===== src/rtl/bk_adder_latch_top.sv =====
// rtl/bk_adder_latch_top.sv - Brent-Kung adder / latch-bank wrapper; BK_SUM_REG_EN registers the sum
module bk_adder_latch_top #(
    parameter int WIDTH  = 6,
    parameter int NLATCH = 4
) (
    input  logic       clk,
    input  logic       rst,
    input  logic       ena,
    input  logic [7:0] ui_in,
    input  logic [7:0] uio_in,
    output logic [7:0] uo_out,
    output logic [7:0] uio_out,
    output logic [7:0] uio_oe
);

    // Prefix positions: 0 carries cin as g_-1, position k+1 carries operand bit k.
    localparam int NPOS = WIDTH + 1;
    localparam int LVLS = $clog2(NPOS);

    logic             mode;
    logic [WIDTH-1:0] op_a;
    logic [WIDTH-1:0] op_b;
    logic             cin;
    logic [WIDTH-1:0] prop;
    logic [1:0]       gp [NPOS];
    logic [WIDTH:0]   sum_comb;
    logic [WIDTH:0]   adder_out;
    logic [NLATCH-1:0] q;
    logic             unused_bits;

    assign mode = ui_in[6];
    assign op_a = ui_in[WIDTH-1:0];
    assign op_b = uio_in[WIDTH-1:0];
    assign cin  = uio_in[7];

    // Prefix cell on packed {G,P}: hi is the more significant group.
    function automatic logic [1:0] prefix_op(input logic [1:0] hi, input logic [1:0] lo);
        return {hi[1] | (hi[0] & lo[1]), hi[0] & lo[0]};
    endfunction

    always_comb begin
        for (int i = 0; i < NPOS; i++) begin
            gp[i] = 2'b00;
        end
        prop = op_a ^ op_b;
        gp[0] = {cin, 1'b0};
        for (int k = 0; k < WIDTH; k++) begin
            gp[k+1] = {op_a[k] & op_b[k], prop[k]};
        end

        // Up-sweep: nodes whose index+1 is a multiple of 2*span absorb the group below.
        for (int l = 0; l < LVLS; l++) begin
            for (int i = 0; i < NPOS; i++) begin
                if (((i + 1) % (2 << l)) == 0) begin
                    gp[i] = prefix_op(gp[i], gp[i - (1 << l)]);
                end
            end
        end

        // Down-sweep: fill the odd-multiple positions from completed prefixes.
        for (int l = LVLS - 1; l >= 0; l--) begin
            for (int i = 0; i < NPOS; i++) begin
                if ((((i + 1) % (2 << l)) == (1 << l)) && ((i + 1) >= (3 << l))) begin
                    gp[i] = prefix_op(gp[i], gp[i - (1 << l)]);
                end
            end
        end

        // gp[k][1] is now the carry into operand bit k.
        for (int k = 0; k < WIDTH; k++) begin
            sum_comb[k] = prop[k] ^ gp[k][1];
        end
        sum_comb[WIDTH] = gp[WIDTH][1];
    end

`ifdef BK_SUM_REG_EN
    logic [WIDTH:0] sum_q;

    always_ff @(posedge clk) begin
        if (rst) begin
            sum_q <= '0;
        end else begin
            sum_q <= sum_comb;
        end
    end

    assign adder_out = sum_q;
`else
    assign adder_out = sum_comb;
`endif

    // Each channel writes only when the bank is selected and its own enable is set.
    always_ff @(posedge clk) begin
        if (rst) begin
            q <= '0;
        end else if (mode) begin
            for (int i = 0; i < NLATCH; i++) begin
                if (uio_in[i]) begin
                    q[i] <= ui_in[i];
                end
            end
        end
    end

    assign uo_out      = mode ? 8'(q) : 8'(adder_out);
    assign uio_out     = 8'h00;
    assign uio_oe      = 8'h00;
    assign unused_bits = ^{ena, ui_in[7], uio_in[6]};

endmodule


===== config.mk =====
export PLATFORM = sky130hd
export DESIGN_NAME = bk_adder_latch_top
export DESIGN_NICKNAME = d
export VERILOG_FILES = /design/src/rtl/bk_adder_latch_top.sv
export SDC_FILE = /design/constraint.sdc
export NUM_CORES = 1
export LEC_CHECK = 0
export ABC_AREA = 1
export BUFFER_PORTS_ARGS = -buffer_cell sky130_fd_sc_hd__buf_4
export CORE_AREA = 2 2 43 45
export DETAILED_ROUTE_END_ITERATION = 16
export DIE_AREA = 0 0 45 47
export GPL_TIMING_DRIVEN = 1
export PLACE_DENSITY = 0.73
export SLEW_MARGIN = 30
export SYNTH_ARGS = -nofsm -noshare
export SYNTH_HDL_FRONTEND = slang
export SYNTH_SLANG_ARGS = --single-unit

===== constraint.sdc =====
create_clock -name clk -period 2 [get_ports clk]
set_clock_uncertainty 0.15 [all_clocks]
set_input_delay 0.1 -clock clk [delete_from_list [all_inputs] [get_ports clk]]
set_output_delay 0.1 -clock clk [all_outputs]
set_load 0.02 [all_outputs]

After elaboration in Yosys (flattened, before gate mapping):

Index checks and enable logic that the tools add are counted.
W data, S select, Z words.

* register bits after elaboration: 4
* bits of input ports: 19
* output and inout bits: 24
* word-level logic and storage cells: 40

* muxes and demuxes: 1
* bitwise logic cells: 31
* reduce and logical (&&, ||, !) cells: 4

Operator list (count)
* $and A1 B1 Y1: 16
* $or A1 B1 Y1: 8
* $reduce_and A2 Y1: 4
* $mux W7: 1
* $xor A1 B1 Y1: 6
* $xor A6 B6 Y6: 1

Longest topological paths before layout:

Gate-level depths: netlist (run 1).

* depth after elaboration: 10
* gate-level depth with buffers: 10
* depth with buffers taken out: 10

Least setup slack after synthesis (run 1):

OpenSTA, ideal clock, no wires.

* path kind: input -> output
* start point: in ui_in[0]
* end point: out uo_out[5]
* data arrival time: 1594 ps
* data required time: 1750 ps
* path slack: 156 ps
* cell stages on the path: 10
* buffers on the path: 0
* path through: inv_1 fa_1 inv_1 nand2_1 nand2_1 nand3_1 nand2_1 inv_1 fa_1 nor2_1

* cells in the longest elaborated chain, start to end: 9
* elaborated cells between the ends (all ways): 10
* classes of those cells: mux (1); bitwise (9)

RTL lines
* from (decl): line 9 `input logic [7:0] ui_in,`
* $xor A6 B6 Y6: line 45 `prop = op_a ^ op_b;`
* $and A1 B1 Y1: line 38 `return {hi[1] | (hi[0] & lo[1]), hi[0] & lo[0]};`
* $or A1 B1 Y1 (*): line 38
* $and A1 B1 Y1 (*): line 38
* $or A1 B1 Y1 (*): line 38
* $and A1 B1 Y1 (*): line 38
* $or A1 B1 Y1 (*): line 38
* $xor A1 B1 Y1 (*): line 71 `sum_comb[k] = prop[k] ^ gp[k][1];`
* $mux W7 (*): line 105 `assign uo_out = mode ? 8'(q) : 8'(adder_out);`
* to (decl): line 11 `output logic [7:0] uo_out,`

Mark *: on every way between the ends. The rest lies on a longest branch, timed or not.

Worst setup path in the final report (run 1):

* start point: in ui_in[2]
* end point: out uo_out[3]

* cells in the longest elaborated chain, start to end: 6
* elaborated cells between the ends (all ways): 9
* classes of those cells: mux (1); bitwise (8)

RTL lines (line)
* $xor A6 B6 Y6: 45
* $and A1 B1 Y1: 38
* $or A1 B1 Y1 or $and A1 B1 Y1 (tied branches): 38
* $or A1 B1 Y1 (*): 38
* $xor A1 B1 Y1 (*): 71
* $mux W7 (*): 105

Marks and branches as above.

==> results of run 1 <==
## area by class of cell
| type | instances | area (µm²) | area share (%) |
|---|---|---|---|
| Inverter | 10 | 40.0 | 4.93 |
| Multi-Input combinational cell | 62 | 404 | 49.8 |
| Tap cell | 17 | 21.3 | 2.62 |
| Clock buffer | 3 | 22.5 | 2.77 |
| Sequential cell | 4 | 80.1 | 9.86 |
| Timing Repair Buffer | 30 | 244 | 30.0 |
## report_power, final
group | switching, mW | total (mW) | internal [mW]
Clock | 0.0335 | 0.101 | 0.0671
Combinational | 0.116 | 0.211 | 0.0955
Sequential | 0.00195 | 0.0859 | 0.0839
## cell usage in the layout (no fill, tap or decap), drive strengths merged
cell / synthesis / final
a21oi: 5 / 5
and2: 1 / 1
buf: 19 / 27
clkbuf: 0 / 3
conb: 1 / 17
dfxtp: 4 / 4
dlygate4sd3: 0 / 3
fa: 4 / 4
ha: 4 / 4
inv: 10 / 10
mux2: 1 / 1
nand2: 15 / 15
nand3: 5 / 5
nor2: 4 / 4
o21ai: 3 / 3
or2: 1 / 1
xnor2: 1 / 1
xor2: 1 / 1
## synth_stat cells
library cell / instances / area share [%]
buf_4: 17 / 21
nand2_1: 15 / 9.4
inv_1: 10 / 6.3
a21oi_1: 4 / 3.4
dfxtp_1: 4 / 13
fa_1: 4 / 13
ha_1: 4 / 8.4
nand3_1: 4 / 3.4
nor2_1: 4 / 2.5
o21ai_0: 3 / 2.5
a21oi_2: 1 / 1.5
and2_1: 1 / 1.0
buf_12: 1 / 3.4
buf_6: 1 / 1.9
conb_1: 1 / 0.63
mux2_2: 1 / 1.9
nand3_2: 1 / 1.7
or2_1: 1 / 1.0
xnor2_1: 1 / 1.5
xor2_1: 1 / 1.5
## worst paths after layout
check | startpoint | endpoint | slack, ps | cells past startpoint
hold reg to reg | q[1]$_SDFFE_PP0P_ | q[1]$_SDFFE_PP0P_ | 310 | 2
hold / removal | uio_in[1] | q[1]$_SDFFE_PP0P_ | 9 | 4
setup reg to reg | q[3]$_SDFFE_PP0P_ | q[3]$_SDFFE_PP0P_ | 1270 | 2
setup / recovery | ui_in[2] | uo_out[3] | 30 | 7
## through the flow
step / util (%) / power (mW) / setup TNS, ps
floorplan: - / 0.233 / 0
global placement: 43.7 / 0.274 / -62.7
detailed placement: 43.7 / 0.278 / -60.0
CTS: 47.3 / 0.391 / 0
global route: 49.2 / 0.431 / -32.7
finish: 49.2 / 0.398 / 0
## routing by layer
metal  GRT usage (%)  part of all wire, %
met1            13.3                   38
met2            20.6                   52
met3            2.31                  5.7
met4            12.4                  3.2
met5               0                    0
## worst max-delay path, cell delays in order
cell and delay (ps):
buf_4 120, ha_4 230, or2_1 240, and2_4 170, fa_1 450, mux2_4 280
buf_6 130
## cells by family after synthesis
family                     Yosys count
adders and majority gates            8
buffers and inverters               29
and+or+nand+nor                     26
xor gates and xnor gates             2
DFF                                  4
AOI/OAI and AO/OA                    8
other                                1
muxes                                1
## repair_timing
item,4_1_cts,5_1_grt
hold endpoints to repair,4,0
hold buffers,3,0
gates resized for setup,2,9
endpoints found under the setup margin,1,1
pin swaps,0,4
==> results.sh, run 1 <==
export IMPL_clkSlewWorstSetupHoldPaths_ps=40
export IMPL_ys_ff_latch=4
export IMPL_num_nets_final=138
export IMPL_dpl_instance_area_um2=722
export IMPL_cts_num_sinks=4
export IMPL_numPlacedInstances=120
export IMPL_die_width_um=45
export IMPL_p_leak_nw=0.435
export IMPL_std_cell_rows=15
export IMPL_syn_avg_cell_area_um2=7.55
export IMPL_setup_ws_ps=27.3
export IMPL_clk_root_buffer_cell="clkbuf_4"
export IMPL_period_minus_slack_ps=1970
export IMPL_insertion_delay_ps=230
export IMPL_ir_drop_v=0.000216
export IMPL_setup_viol=0
export IMPL_synth_adder_area_share_pct=21.8
export IMPL_ys_types=20
export IMPL_crit_arrival_ps=1720
export IMPL_largest_reg_flops=4
export IMPL_grt_total_usage_pct=12.5
export IMPL_cap_violations=0
export IMPL_dp_hpwl_um=902
export IMPL_hold_ws_ps=9.45
export IMPL_drv_slew=0
export IMPL_numCtsBuffers=3
export IMPL_place_ws_ps=-60.0
export IMPL_wirelength_um=1200
export IMPL_cts_tree="done"
export IMPL_dr_first_iter_drc_count=10
export IMPL_vias=529
export IMPL_antenna_found_initial=0
export IMPL_fmax_mhz=507
export IMPL_grt_pass1_vias=445
export IMPL_gp_congestion=0.718
export IMPL_cp_required_ps=1750
export IMPL_initial_core_util_pct=36.1
export IMPL_cts_htree_levels=1
export IMPL_first_pass_iters=4
export IMPL_synthSimpleGateAreaFrac_pct=19.1
export IMPL_critPathKind="input pin to primary output"
export IMPL_synth_mux_area_share_pct=1.89
export IMPL_synthXorXnorAreaFrac_pct=2.94
export IMPL_viasPerCell=4.20
export IMPL_top_register="q"
export IMPL_critPathLaunchType="input pin"
export IMPL_synth_warnings=0
export IMPL_drc=0
export IMPL_fillCellCount=173
export IMPL_end_kind="primary output"
export IMPL_yosysSeqAreaShare_pct=13.4
export IMPL_antenna_left=0
export IMPL_drive_above_1_share_pct=35.8
export IMPL_diodes=0
export IMPL_post_route_period_util_pct=98.6
export IMPL_io_buffers=22
export IMPL_synthesis_area_um2=597
export IMPL_grt_pass1_wl_um=1770
export IMPL_postCtsSetupBuffers=0
export IMPL_critPathMaxFanout=2
export IMPL_instances_no_fill=126
export IMPL_routedWlPerCell_um=9.53
export IMPL_die_area_um2=2120
export IMPL_hold_violations=0
export IMPL_die_y_um=47
export IMPL_synth_top_family_by_area="buffers and inverters"
export IMPL_io_pin_count=43
export IMPL_design_area_um2=812
export IMPL_p_per_area_nw_per_um2=490
export IMPL_syn2layout_area_growth_pct=36.1
export IMPL_reg_top3="q x4"
export IMPL_grt_max_degree=19
export IMPL_outcome="completed"
export IMPL_syn_inst=79
export IMPL_synth_compound_area_share_pct=7.34
export IMPL_grt_overflow_total=0
export IMPL_core_region_area_um2=1650
export IMPL_cts_buffer_depth=2
export IMPL_hold_class="input pin to flip-flop"
export IMPL_rsz0062_at_grt="true"
Note: power is estimated with default switching activity, not from simulation.
==> run 2, diff against run 1 <==
--- a/config.mk
+++ b/config.mk
@@ -11,7 +11,8 @@
 export DETAILED_ROUTE_END_ITERATION = 16
 export DIE_AREA = 0 0 45 47
 export GPL_TIMING_DRIVEN = 1
-export PLACE_DENSITY = 0.73
+export PLACE_DENSITY = 0.81
+export REMOVE_ABC_BUFFERS = 1
 export SLEW_MARGIN = 30
 export SYNTH_ARGS = -nofsm -noshare
 export SYNTH_HDL_FRONTEND = slang
==> results.sh, run 2 (synthesis gave the netlist of run 1 again) <==
export IMPL_outcome="finished with violations"
export IMPL_violations="negative setup slack"
export IMPL_design_area_um2=851
export IMPL_grt_use_met3_pct=4.62
export IMPL_largest_reg_flops=4
export IMPL_p_switching_uw=159
export IMPL_diodes=0
export IMPL_num_nets_final=141
export IMPL_wirelength_um=1260
export IMPL_grt_pass1_wl_um=1840
export IMPL_setup_viol=1
export IMPL_final_common_cell="buf_4"
export IMPL_grt_util_met1_pct=10.9
export IMPL_reg2regPathDepth=3
export IMPL_final_cell_mix="23 x buf_4, 17 x conb_1, 12 x nand2_1"
export IMPL_fin_setup_tns_ps=-45.5
export IMPL_cp_required_ps=1750
export IMPL_critPathLaunchType="input pin"
export IMPL_grt_max_degree=19
export IMPL_setup_ws_ps=-45.5
export IMPL_grt_total_usage_pct=12.6
export IMPL_seqCellArea_um2=80.1
export IMPL_clk_root_buffer_cell="clkbuf_4"
export IMPL_multi_input_area_um2=402
export IMPL_hold_class="input pin to flip-flop"
export IMPL_groute_layer_met2_usage_pct=25.7
export IMPL_drive_above_1_share_pct=39.3
export IMPL_numCtsBuffers=3
export IMPL_gp_congestion=0.756
export IMPL_insertion_delay_ps=240
export IMPL_postLayoutCoreUtil_pct=51.5
export IMPL_first_pass_iters=3
export IMPL_die_y_um=47
export IMPL_timing_rr_start="q[1]$_SDFFE_PP0P_"
export IMPL_top_register="q"
export IMPL_end_kind="primary output"
export IMPL_routedWlPerCell_um=9.73
export IMPL_crit_arrival_ps=1800
export IMPL_p_leak_nw=0.456
export IMPL_drc=0
export IMPL_io_buffers=22
export IMPL_std_cell_rows=15
export IMPL_p_per_area_nw_per_um2=490
export IMPL_critPathKind="input pin to primary output"
export IMPL_rsz0062_at_grt="true"
export IMPL_antenna_found_initial=0
export IMPL_p_int_uw=258
export IMPL_hp_start="ui_in[3]"
export IMPL_cap_violations=0
export IMPL_die_area_um2=2120
export IMPL_grt_overflow_total=0
export IMPL_cts_buffer_depth=2
export IMPL_cts_tree="done"
export IMPL_initial_core_util_pct=36.1
export IMPL_grt_busiest_layer="met2"
export IMPL_critPathMaxFanout=2
export IMPL_period_minus_slack_ps=2050
export IMPL_grt_pass1_vias=481
export IMPL_dr_first_iter_drc_count=2
export IMPL_syn2layout_area_growth_pct=42.6
export IMPL_power_share_clock_pct=24.9
export IMPL_hold_depth=3
export IMPL_hold_violations=0
export IMPL_antenna_left=0
export IMPL_reg2reg_slack_ps=740
export IMPL_combPwrFrac_pct=54.5
export IMPL_min_to="q[3]$_SDFFE_PP0P_"
export IMPL_clkSlewWorstSetupHoldPaths_ps=40
export IMPL_viasPerCell=4.33
export IMPL_fmax_mhz=489
export IMPL_pwr_share_seq_pct=20.6
export IMPL_cts_num_sinks=4
export IMPL_die_width_um=45
export IMPL_cts_htree_levels=1
export IMPL_switching_share_pct=38.1
export IMPL_core_region_area_um2=1650
export IMPL_r2r_end="q[1]$_SDFFE_PP0P_"
export IMPL_vias=558
export IMPL_ir_drop_v=0.000323
export IMPL_io_pin_count=43
export IMPL_reg_top3="q x4"
export IMPL_numPlacedInstances=120
export IMPL_post_route_period_util_pct=102
export IMPL_fillCellCount=161
export IMPL_dpl_instance_area_um2=722
export IMPL_instances_no_fill=129
export IMPL_finalPower_uw=417
export IMPL_dp_hpwl_um=969
export IMPL_drv_slew=0
run 2: cell count changes in the layout (fill, tap and decap cells not counted), moves of 2 or more:
cell	delta
dlygate4sd3_1	+2
inv_1	-2
nand2_1	-2
nand2_2	+2
run 2: worst max-delay path by stage:
stage | from | end | depth (start not counted) | slack, ps
5_1_grt | ui_in[0] | uo_out[3] | 11 | -100
4_1_cts | uio_in[7] | uo_out[3] | 10 | 10
3_3_place_gp | ui_in[0] | uo_out[3] | 10 | -40
2_1_floorplan | ui_in[0] | uo_out[5] | 10 | 160
3_5_place_dp | ui_in[0] | uo_out[3] | 10 | -70
6_report | ui_in[0] | uo_out[3] | 11 | -50
run 2: layout make-up:
type                       count  area share, %
multi-input combinational     62           47.2
tap                           17           2.50
timing repair buffer          33           33.2
clock buffer                   3           2.65
inverter                      10           5.00
sequential                     4           9.41
run 2: metrics by stage:
stage | worst slack [ps] | hold slack (ps)
3_5_place_dp | -73.1 | 144
4_1_cts | 14.7 | 24.0
3_3_place_gp | -43.0 | 145
2_1_floorplan | 156 | 12.4
5_1_grt | -101 | 35.7
6_report | -45.5 | 25.7
run 2: critical path, cell delays in order:
cell	delay (ps)
buf_8	80
inv_4	30
fa_2	390
inv_2	60
nand2_2	40
nand2_2	70
buf_6	90
and2_4	120
fa_1	410
mux2_4	280
buf_6	130
run 2: power by group through the flow:
stage          registers, mW  logic, mW  clock network (mW)
5_1_grt               0.0858      0.251               0.114
6_report              0.0857      0.227               0.104
3_3_place_gp          0.0867      0.188                   0
2_1_floorplan         0.0864      0.111                   0
3_5_place_dp          0.0868      0.195                   0
4_1_cts               0.0856      0.211               0.109
run 2: per-layer routing:
metal	routed length, µm	share of wire [%]	vias to the layer above
met5	0	0	-
met4	15	1.2	0
li1	-	-	276
met1	412	33	253
met3	93	7.4	3
met2	733	58	26
run 2: repair_timing:
| item | CTS | global route |
|---|---|---|
| cloned | 0 | 0 |
| hold buffers | 5 | 0 |
| pin swaps | 2 | 4 |
| resized for setup | 4 | 15 |
| endpoints found under the setup margin | 2 | 3 |
| setup buffers | 0 | 1 |
| endpoints found under the hold margin | 4 | 0 |
